**config.mk**
```make
export PLATFORM = sky130hd
export DESIGN_NAME = zone_fish_counter
export DESIGN_NICKNAME = d
export VERILOG_FILES = /design/src/rtl/zone_fish_counter.sv
export SDC_FILE = /design/constraint.sdc
export NUM_CORES = 1
export LEC_CHECK = 0
export BUFFER_PORTS_ARGS = -buffer_cell sky130_fd_sc_hd__buf_2
export CORE_ASPECT_RATIO = 1.5
export CORE_MARGIN = 2
export CORE_UTILIZATION = 50
export CTS_BUF_LIST = sky130_fd_sc_hd__clkbuf_2 sky130_fd_sc_hd__clkbuf_4 sky130_fd_sc_hd__clkbuf_8
export CTS_CLUSTER_DIAMETER = 80
export DETAILED_ROUTE_END_ITERATION = 6
export GPL_TIMING_DRIVEN = 0
export PLACE_DENSITY = 0.79
export SYNTH_ARGS = -nofsm -noshare
export SYNTH_HDL_FRONTEND = slang
export SYNTH_SLANG_ARGS = --single-unit
```
**constraint.sdc**
```tcl
create_clock -name clk -period 3.9 [get_ports clk]
set_clock_uncertainty 0.1 [all_clocks]
set_input_delay 0.39 -clock clk [delete_from_list [all_inputs] [get_ports clk]]
set_output_delay 0.39 -clock clk [all_outputs]
set_load 0.1 [all_outputs]
```
**src/rtl/zone_fish_counter.sv**
```systemverilog
// ---------------------------------------------------------------------------
// zone_fish_counter
//
// Counts fish passing through a drawn "green zone" of a video stream. Every
// pixel cycle where the pixel is valid, inside the zone and marked as
// foreground is a hit. Hits are accumulated per frame. At each frame_start
// the frame total is latched and classified as "on" (fish present) or "off"
// (zone clear). A hysteresis FSM turns runs of on/off frames into occupancy.
// Each completed occupancy (enter, then leave) counts as one fish passage.
//
// Optional feature, macro ZONE_FISH_PEAK_EN: adds occ_peak, the largest frame
// hit count seen during the current or most recent occupancy.
//
// Ports
//   clk          rising-edge clock
//   reset        synchronous active-high reset
//   en           active-video pixel valid
//   zone         registered in-zone flag, cycle-aligned with pix_fg
//   pix_fg       foreground mask bit of the current pixel
//   frame_start  one-cycle pulse on the first cycle of a frame
//   cnt_clr      synchronous clear of fish_count
//   fish_count   completed fish passages (wraps modulo 2^16)
//   occupied     zone currently holds a fish
//   count_pulse  one-cycle strobe on each fish_count increment
//   frame_pix    hit count of the last completed frame
//   occ_peak     (ZONE_FISH_PEAK_EN only) peak frame hit count of occupancy
// ---------------------------------------------------------------------------
module zone_fish_counter #(
  parameter logic [19:0] THR_ON  = 20'd400,
  parameter logic [19:0] THR_OFF = 20'd200,
  parameter logic [3:0]  N_ON    = 4'd3,
  parameter logic [3:0]  N_OFF   = 4'd5
) (
  input  logic        clk,
  input  logic        reset,
  input  logic        en,
  input  logic        zone,
  input  logic        pix_fg,
  input  logic        frame_start,
  input  logic        cnt_clr,
  output logic [15:0] fish_count,
  output logic        occupied,
  output logic        count_pulse,
  output logic [19:0] frame_pix
`ifdef ZONE_FISH_PEAK_EN
  ,
  output logic [19:0] occ_peak
`endif
);

  typedef enum logic [1:0] {
    EMPTY     = 2'd0,
    ARMING    = 2'd1,
    OCCUPIED  = 2'd2,
    RELEASING = 2'd3
  } state_t;

  state_t      state_r;
  state_t      state_nxt_s;
  logic [3:0]  run_r;
  logic [3:0]  run_nxt_s;
  logic [3:0]  run_inc_s;
  logic        inc_s;
  logic        hit_s;
  logic        on_s;
  logic        off_s;
  logic [19:0] acc_r;
  logic [19:0] frame_pix_r;
  logic [15:0] fish_count_r;
  logic        occupied_r;
  logic        count_pulse_r;

  assign hit_s     = en & zone & pix_fg;
  // Classification looks at the accumulator before this cycle's reload,
  // i.e. exactly the value being latched into frame_pix on this edge.
  assign on_s      = (acc_r >= THR_ON);
  assign off_s     = (acc_r < THR_OFF);
  assign run_inc_s = run_r + 4'd1;

  // Per-frame hit accumulator and frame total latch.
  always_ff @(posedge clk) begin
    if (reset) begin
      acc_r       <= 20'd0;
      frame_pix_r <= 20'd0;
    end else if (frame_start) begin
      // The hit on the frame_start cycle belongs to the new frame.
      frame_pix_r <= acc_r;
      acc_r       <= {19'd0, hit_s};
    end else if (hit_s && (acc_r != 20'hFFFFF)) begin
      acc_r <= acc_r + 20'd1;
    end else begin
      acc_r <= acc_r;
    end
  end

  // Occupancy FSM next-state, run counter and passage-increment decode.
  always_comb begin
    state_nxt_s = state_r;
    run_nxt_s   = run_r;
    inc_s       = 1'b0;
    if (frame_start) begin
      case (state_r)
        EMPTY: begin
          if (on_s) begin
            if (N_ON == 4'd1) begin
              state_nxt_s = OCCUPIED;
              run_nxt_s   = 4'd0;
            end else begin
              state_nxt_s = ARMING;
              run_nxt_s   = 4'd1;
            end
          end else begin
            state_nxt_s = EMPTY;
            run_nxt_s   = 4'd0;
          end
        end
        ARMING: begin
          if (on_s) begin
            if (run_inc_s == N_ON) begin
              state_nxt_s = OCCUPIED;
              run_nxt_s   = 4'd0;
            end else begin
              run_nxt_s   = run_inc_s;
            end
          end else begin
            state_nxt_s = EMPTY;
            run_nxt_s   = 4'd0;
          end
        end
        OCCUPIED: begin
          if (off_s) begin
            if (N_OFF == 4'd1) begin
              state_nxt_s = EMPTY;
              run_nxt_s   = 4'd0;
              inc_s       = 1'b1;
            end else begin
              state_nxt_s = RELEASING;
              run_nxt_s   = 4'd1;
            end
          end else begin
            state_nxt_s = OCCUPIED;
            run_nxt_s   = 4'd0;
          end
        end
        RELEASING: begin
          if (off_s) begin
            if (run_inc_s == N_OFF) begin
              state_nxt_s = EMPTY;
              run_nxt_s   = 4'd0;
              inc_s       = 1'b1;
            end else begin
              run_nxt_s   = run_inc_s;
            end
          end else begin
            state_nxt_s = OCCUPIED;
            run_nxt_s   = 4'd0;
          end
        end
        default: begin
          state_nxt_s = EMPTY;
          run_nxt_s   = 4'd0;
        end
      endcase
    end else begin
      state_nxt_s = state_r;
      run_nxt_s   = run_r;
    end
  end

  // FSM state, run counter and registered occupied flag.
  always_ff @(posedge clk) begin
    if (reset) begin
      state_r    <= EMPTY;
      run_r      <= 4'd0;
      occupied_r <= 1'b0;
    end else begin
      state_r    <= state_nxt_s;
      run_r      <= run_nxt_s;
      occupied_r <= (state_nxt_s == OCCUPIED) || (state_nxt_s == RELEASING);
    end
  end

  // Passage counter and increment strobe; clear has priority over increment.
  always_ff @(posedge clk) begin
    if (reset) begin
      fish_count_r  <= 16'd0;
      count_pulse_r <= 1'b0;
    end else begin
      count_pulse_r <= inc_s;
      if (cnt_clr) begin
        fish_count_r <= 16'd0;
      end else if (inc_s) begin
        fish_count_r <= fish_count_r + 16'd1;
      end else begin
        fish_count_r <= fish_count_r;
      end
    end
  end

`ifdef ZONE_FISH_PEAK_EN
  logic [19:0] occ_peak_r;

  // Peak frame hit count: restarts on entry to occupancy, held while empty.
  always_ff @(posedge clk) begin
    if (reset) begin
      occ_peak_r <= 20'd0;
    end else if (frame_start) begin
      if ((state_r == OCCUPIED) || (state_r == RELEASING)) begin
        occ_peak_r <= (acc_r > occ_peak_r) ? acc_r : occ_peak_r;
      end else if (state_nxt_s == OCCUPIED) begin
        occ_peak_r <= 20'd0;
      end else begin
        occ_peak_r <= occ_peak_r;
      end
    end else begin
      occ_peak_r <= occ_peak_r;
    end
  end

  assign occ_peak = occ_peak_r;
`else
  // Peak tracking not built: no occ_peak register or port.
`endif

  assign fish_count  = fish_count_r;
  assign occupied    = occupied_r;
  assign count_pulse = count_pulse_r;
  assign frame_pix   = frame_pix_r;

endmodule

```
==> flow_summary.rst <==
.. list-table::
   :header-rows: 1

   * - Metric
     - Value
   * - Final core utilization
     - 60.0%
   * - Worst hold stages
     - 4
   * - Starting density of the core
     - 51.7%
   * - Leakage Power
     - 0.00139 uW
   * - Yosys cell types
     - 45
   * - Post-synthesis sequential element count
     - 64
   * - Critical Path Fanout Max
     - 9
   * - Clock transition at path regs
     - 70 ps
   * - Comb pwr share
     - 3.5%
   * - Placement row count
     - 34
   * - Placeable core region
     - 0.00579 mm^2
   * - Fraction of the cycle the final worst path needs
     - 69.8%
   * - Global-route wire length before repair
     - 10.7 mm
   * - Cell-internal power
     - 920 uW
   * - Die Outline Area
     - 0.00663 mm^2
   * - Total overflow reported by the global router
     - 0
   * - Cell with the most instances after synthesis
     - dfxtp_1
   * - Internal reg-to-reg setup slack
     - 1180 ps
   * - Cell count after synthesis
     - 346
   * - Final critical-path required period
     - 2720 ps
   * - Post-synth top area cell
     - dfxtp_1
   * - Detailed-route vias per instance
     - 5.49
   * - Setup crit end kind
     - flop
   * - Count of warnings emitted by yosys
     - 0
   * - Arrival time at the worst endpoint
     - 2900 ps
   * - Sum of net half-perimeters after detailed placement
     - 4.71 mm
   * - Post-place instance area
     - 0.00329 mm^2
   * - Power share of the clock group
     - 42.0%
   * - Largest net degree at the start of global routing
     - 12
   * - Height of the die
     - 98.7 um
   * - Fin Setup TNS
     - 0 ps
   * - Clock sinks
     - 64
   * - Area growth syn-to-layout
     - 16.2%
   * - Prevailing post-synth register cell
     - dfxtp_1
   * - Top post-synthesis cells by count
     - dfxtp_1 (64), nor2_1 (61), nand2_1 (23)
   * - Final-stage net count
     - 413
   * - CTS tree
     - done
   * - Post-Syn Nets
     - 359
   * - CTS H-tree depth
     - 3
   * - Post-cts repair resize count
     - 0
   * - Via count of the first global-routing pass
     - 2459
   * - Detailed-route DRC error count
     - 0
   * - Fin. Hold Viols
     - 0
   * - Antenna viol nets, final
     - 0
   * - Total non-filler cell area in the finished layout
     - 0.00347 mm^2
   * - Initial DRC count
     - 108
   * - Number of antenna violations at the first check in global routing
     - 0
   * - Number of flops mapped to enable cells by yosys
     - 0
   * - Proportion of register bits with asynchronous set or reset after synthesis
     - 0%
   * - Seq/Total Area, Yosys
     - 42.9%
   * - Max-slew headroom at the worst pin
     - 37.0%
   * - PwrDens
     - 347 mW/mm^2
   * - Maximum single-stage delay on the critical path
     - 510 ps
   * - First-pass iteration count of the detailed router
     - 4
   * - Total Power Consumption
     - 1200 uW
   * - Worst Hold Launch
     - cnt_clr
   * - Startpoint-to-endpoint class of the critical path
     - reg -> reg
   * - Sequential Power Share
     - 54.5%
   * - Top cells by area in the synthesized netlist
     - dfxtp_1 (43%), nor2_1 (7.7%), mux2i_1 (7.0%), xor2_1 (4.7%), nand2_1 (2.9%)
   * - Startpoint types
     - flop
   * - Setup Viol. Count Final
     - 0
   * - Number of placed I/O pins
     - 45
   * - Endpoint of the worst hold-timing path
     - fish_count[10]
   * - I/O Buffers
     - 43
   * - Highest-delay cell along the critical path
     - nor4_2
   * - Post-CTS Setup Inserts
     - 0
   * - Classification of the worst-slack hold path
     - in -> reg
   * - Max cap viols
     - 0
   * - Number of buffers added by the clock tree synthesis step
     - 9
   * - Net load switching power
     - 284 uW
   * - Capture instance of the worst register-to-register path
     - fish_count[11]
   * - Cell count of the worst reg-to-reg path
     - 8
   * - Slew @ Worst Pin
     - 937 ps
   * - Number of vias after detailed routing
     - 2620
   * - Cts-stage hold buffer count
     - 0
   * - Buffer depth of the longest clock path
     - 2
   * - Post-synthesis cell area
     - 0.00299 mm^2
   * - Kind of cell with the highest combined delay on the critical path
     - simple AND/OR/NAND/NOR gates
   * - Drt wl/cell
     - 13.3 um
   * - Max-slew violation total from the final report
     - 0
   * - Layout cell share with drive strength beyond 1
     - 16.5%
   * - Worst-skew pair later-pin latency
     - 340 ps
   * - Share of the synthesized area in the top cell type
     - 42.9%
   * - Cell occurring most often along the worst timing path
     - a21oi_1
   * - Cell chain of the critical path
     - ha_1 > clkbuf_1 > nand2b_1 > o21ai_0 > a21oi_1 > nor4_2 > or3b_1 > a21oi_1
   * - Total wire length after detailed routing
     - 6.36 mm
   * - Clock root buffer master
     - clkbuf_8
   * - Die boundary width
     - 67.1 um
   * - FF-to-FF Start
     - run_r[1]
   * - Total inserted antenna cells
     - 0
   * - Required time of the critical path
     - 4080 ps
   * - Average size of a mapped cell
     - 8.64 um^2
   * - Fraction of power spent switching nets
     - 23.6%
   * - Status
     - finished clean
   * - Number of buffers and inverters on the critical path
     - 1
   * - Aggregate global-route resource usage
     - 20.8%
   * - Max IR drop VDD
     - 0.214 mV
   * - Unrepaired setup endpoints after global routing
     - false
   * - Highest attainable clock frequency
     - 367 MHz
   * - Routability congestion estimate from global placement
     - 0.887
cells by family (layout without fill, tap and decap cells):
logic type	Yosys count	in the layout	share of synthesized area, %
AND/OR/NAND/NOR	157	157	26.6
flip-flops	64	64	42.9
AO/OA/AOI/OAI	46	46	10.3
buffers and inverters	27	86	3.39
XOR/XNOR	25	25	7.33
multiplexers	21	21	7.03
adder cells (fa/ha/maj)	6	6	2.51
placed cells by master (no fill, tap or decap), drive strengths merged, types with 4 or more instances in the layout:
cell type and count:
xnor2 9, nand2 24, nor3 8, a21oi 15, ha 6, and3 8, clkbuf 25, a31oi 5
nand3 15, xor2 16, or3 6, buf 44, mux2i 21, nor4 8, or4 4, nor2 61
and2 6, or3b 4, o41ai 4, nand4 5, dfxtp 64, o21ai 6, inv 12
sequential cells by signal (all words and copies together), names as in the netlist:
signal and count:
count_pulse 1, fish_count 16, run_r 4, acc_r 20
state_r 2, frame_pix 20, occupied 1
worst reg2reg max path, stage by stage (launching register included):
cell and delay, ps:
dfxtp_1 370, ha_1 200, clkbuf_1 180, nand2b_1 180, o21ai_0 330, a21oi_1 250
nor4_2 510, or3b_1 400, a21oi_1 140
power groups by stage:
stage | registers (uW) | logic (uW) | clock network, uW
after floorplan | 673 | 28.5 | 0
after global placement | 671 | 41.8 | 0
after detailed placement | 672 | 42.2 | 0
after CTS | 657 | 42.3 | 521
after global routing | 656 | 46.8 | 540
final | 657 | 42.2 | 506
how the worst max path moves through the flow:
| stage | startpoint | end | depth (start not counted) |
|---|---|---|---|
| after floorplan | fish_count[2] | fish_count[14] | 6 |
| after global placement | acc_r[13] | fish_count[11] | 6 |
| after detailed placement | run_r[0] | fish_count[13] | 8 |
| after CTS | run_r[0] | fish_count[14] | 8 |
| after global routing | run_r[0] | fish_count[11] | 8 |
| final | run_r[1] | fish_count[11] | 8 |
final cells by class:
cell class	count	area [um^2]
clock buffers	11	145
flip-flops and latches	64	1280
clock inverters	5	32.5
repair buffers	43	215
fillers	542	2310
plain buffers	15	56.3
well taps	72	90.1
inverters	12	45.0
multi-input cells	255	1610
layer usage:
metal | routed length [um] | global-route usage, % | vias to the layer above
met5 | 0 | 0 | -
met4 | 197 | 13.0 | 0
met3 | 295 | 3.77 | 18
met2 | 3180 | 35.6 | 71
met1 | 2690 | 22.9 | 1210
li1 | - | - | 1321
stage by stage:
step                setup WS, ps  instances  hold WS (ps)
floorplan                   1280        346           380
detailed placement          1210        461           371
CTS                         1180        477           222
global placement            1260        461           358
finish                      1180        477           237
global route                 943        477           247
(Power assumes the default switching activity.)
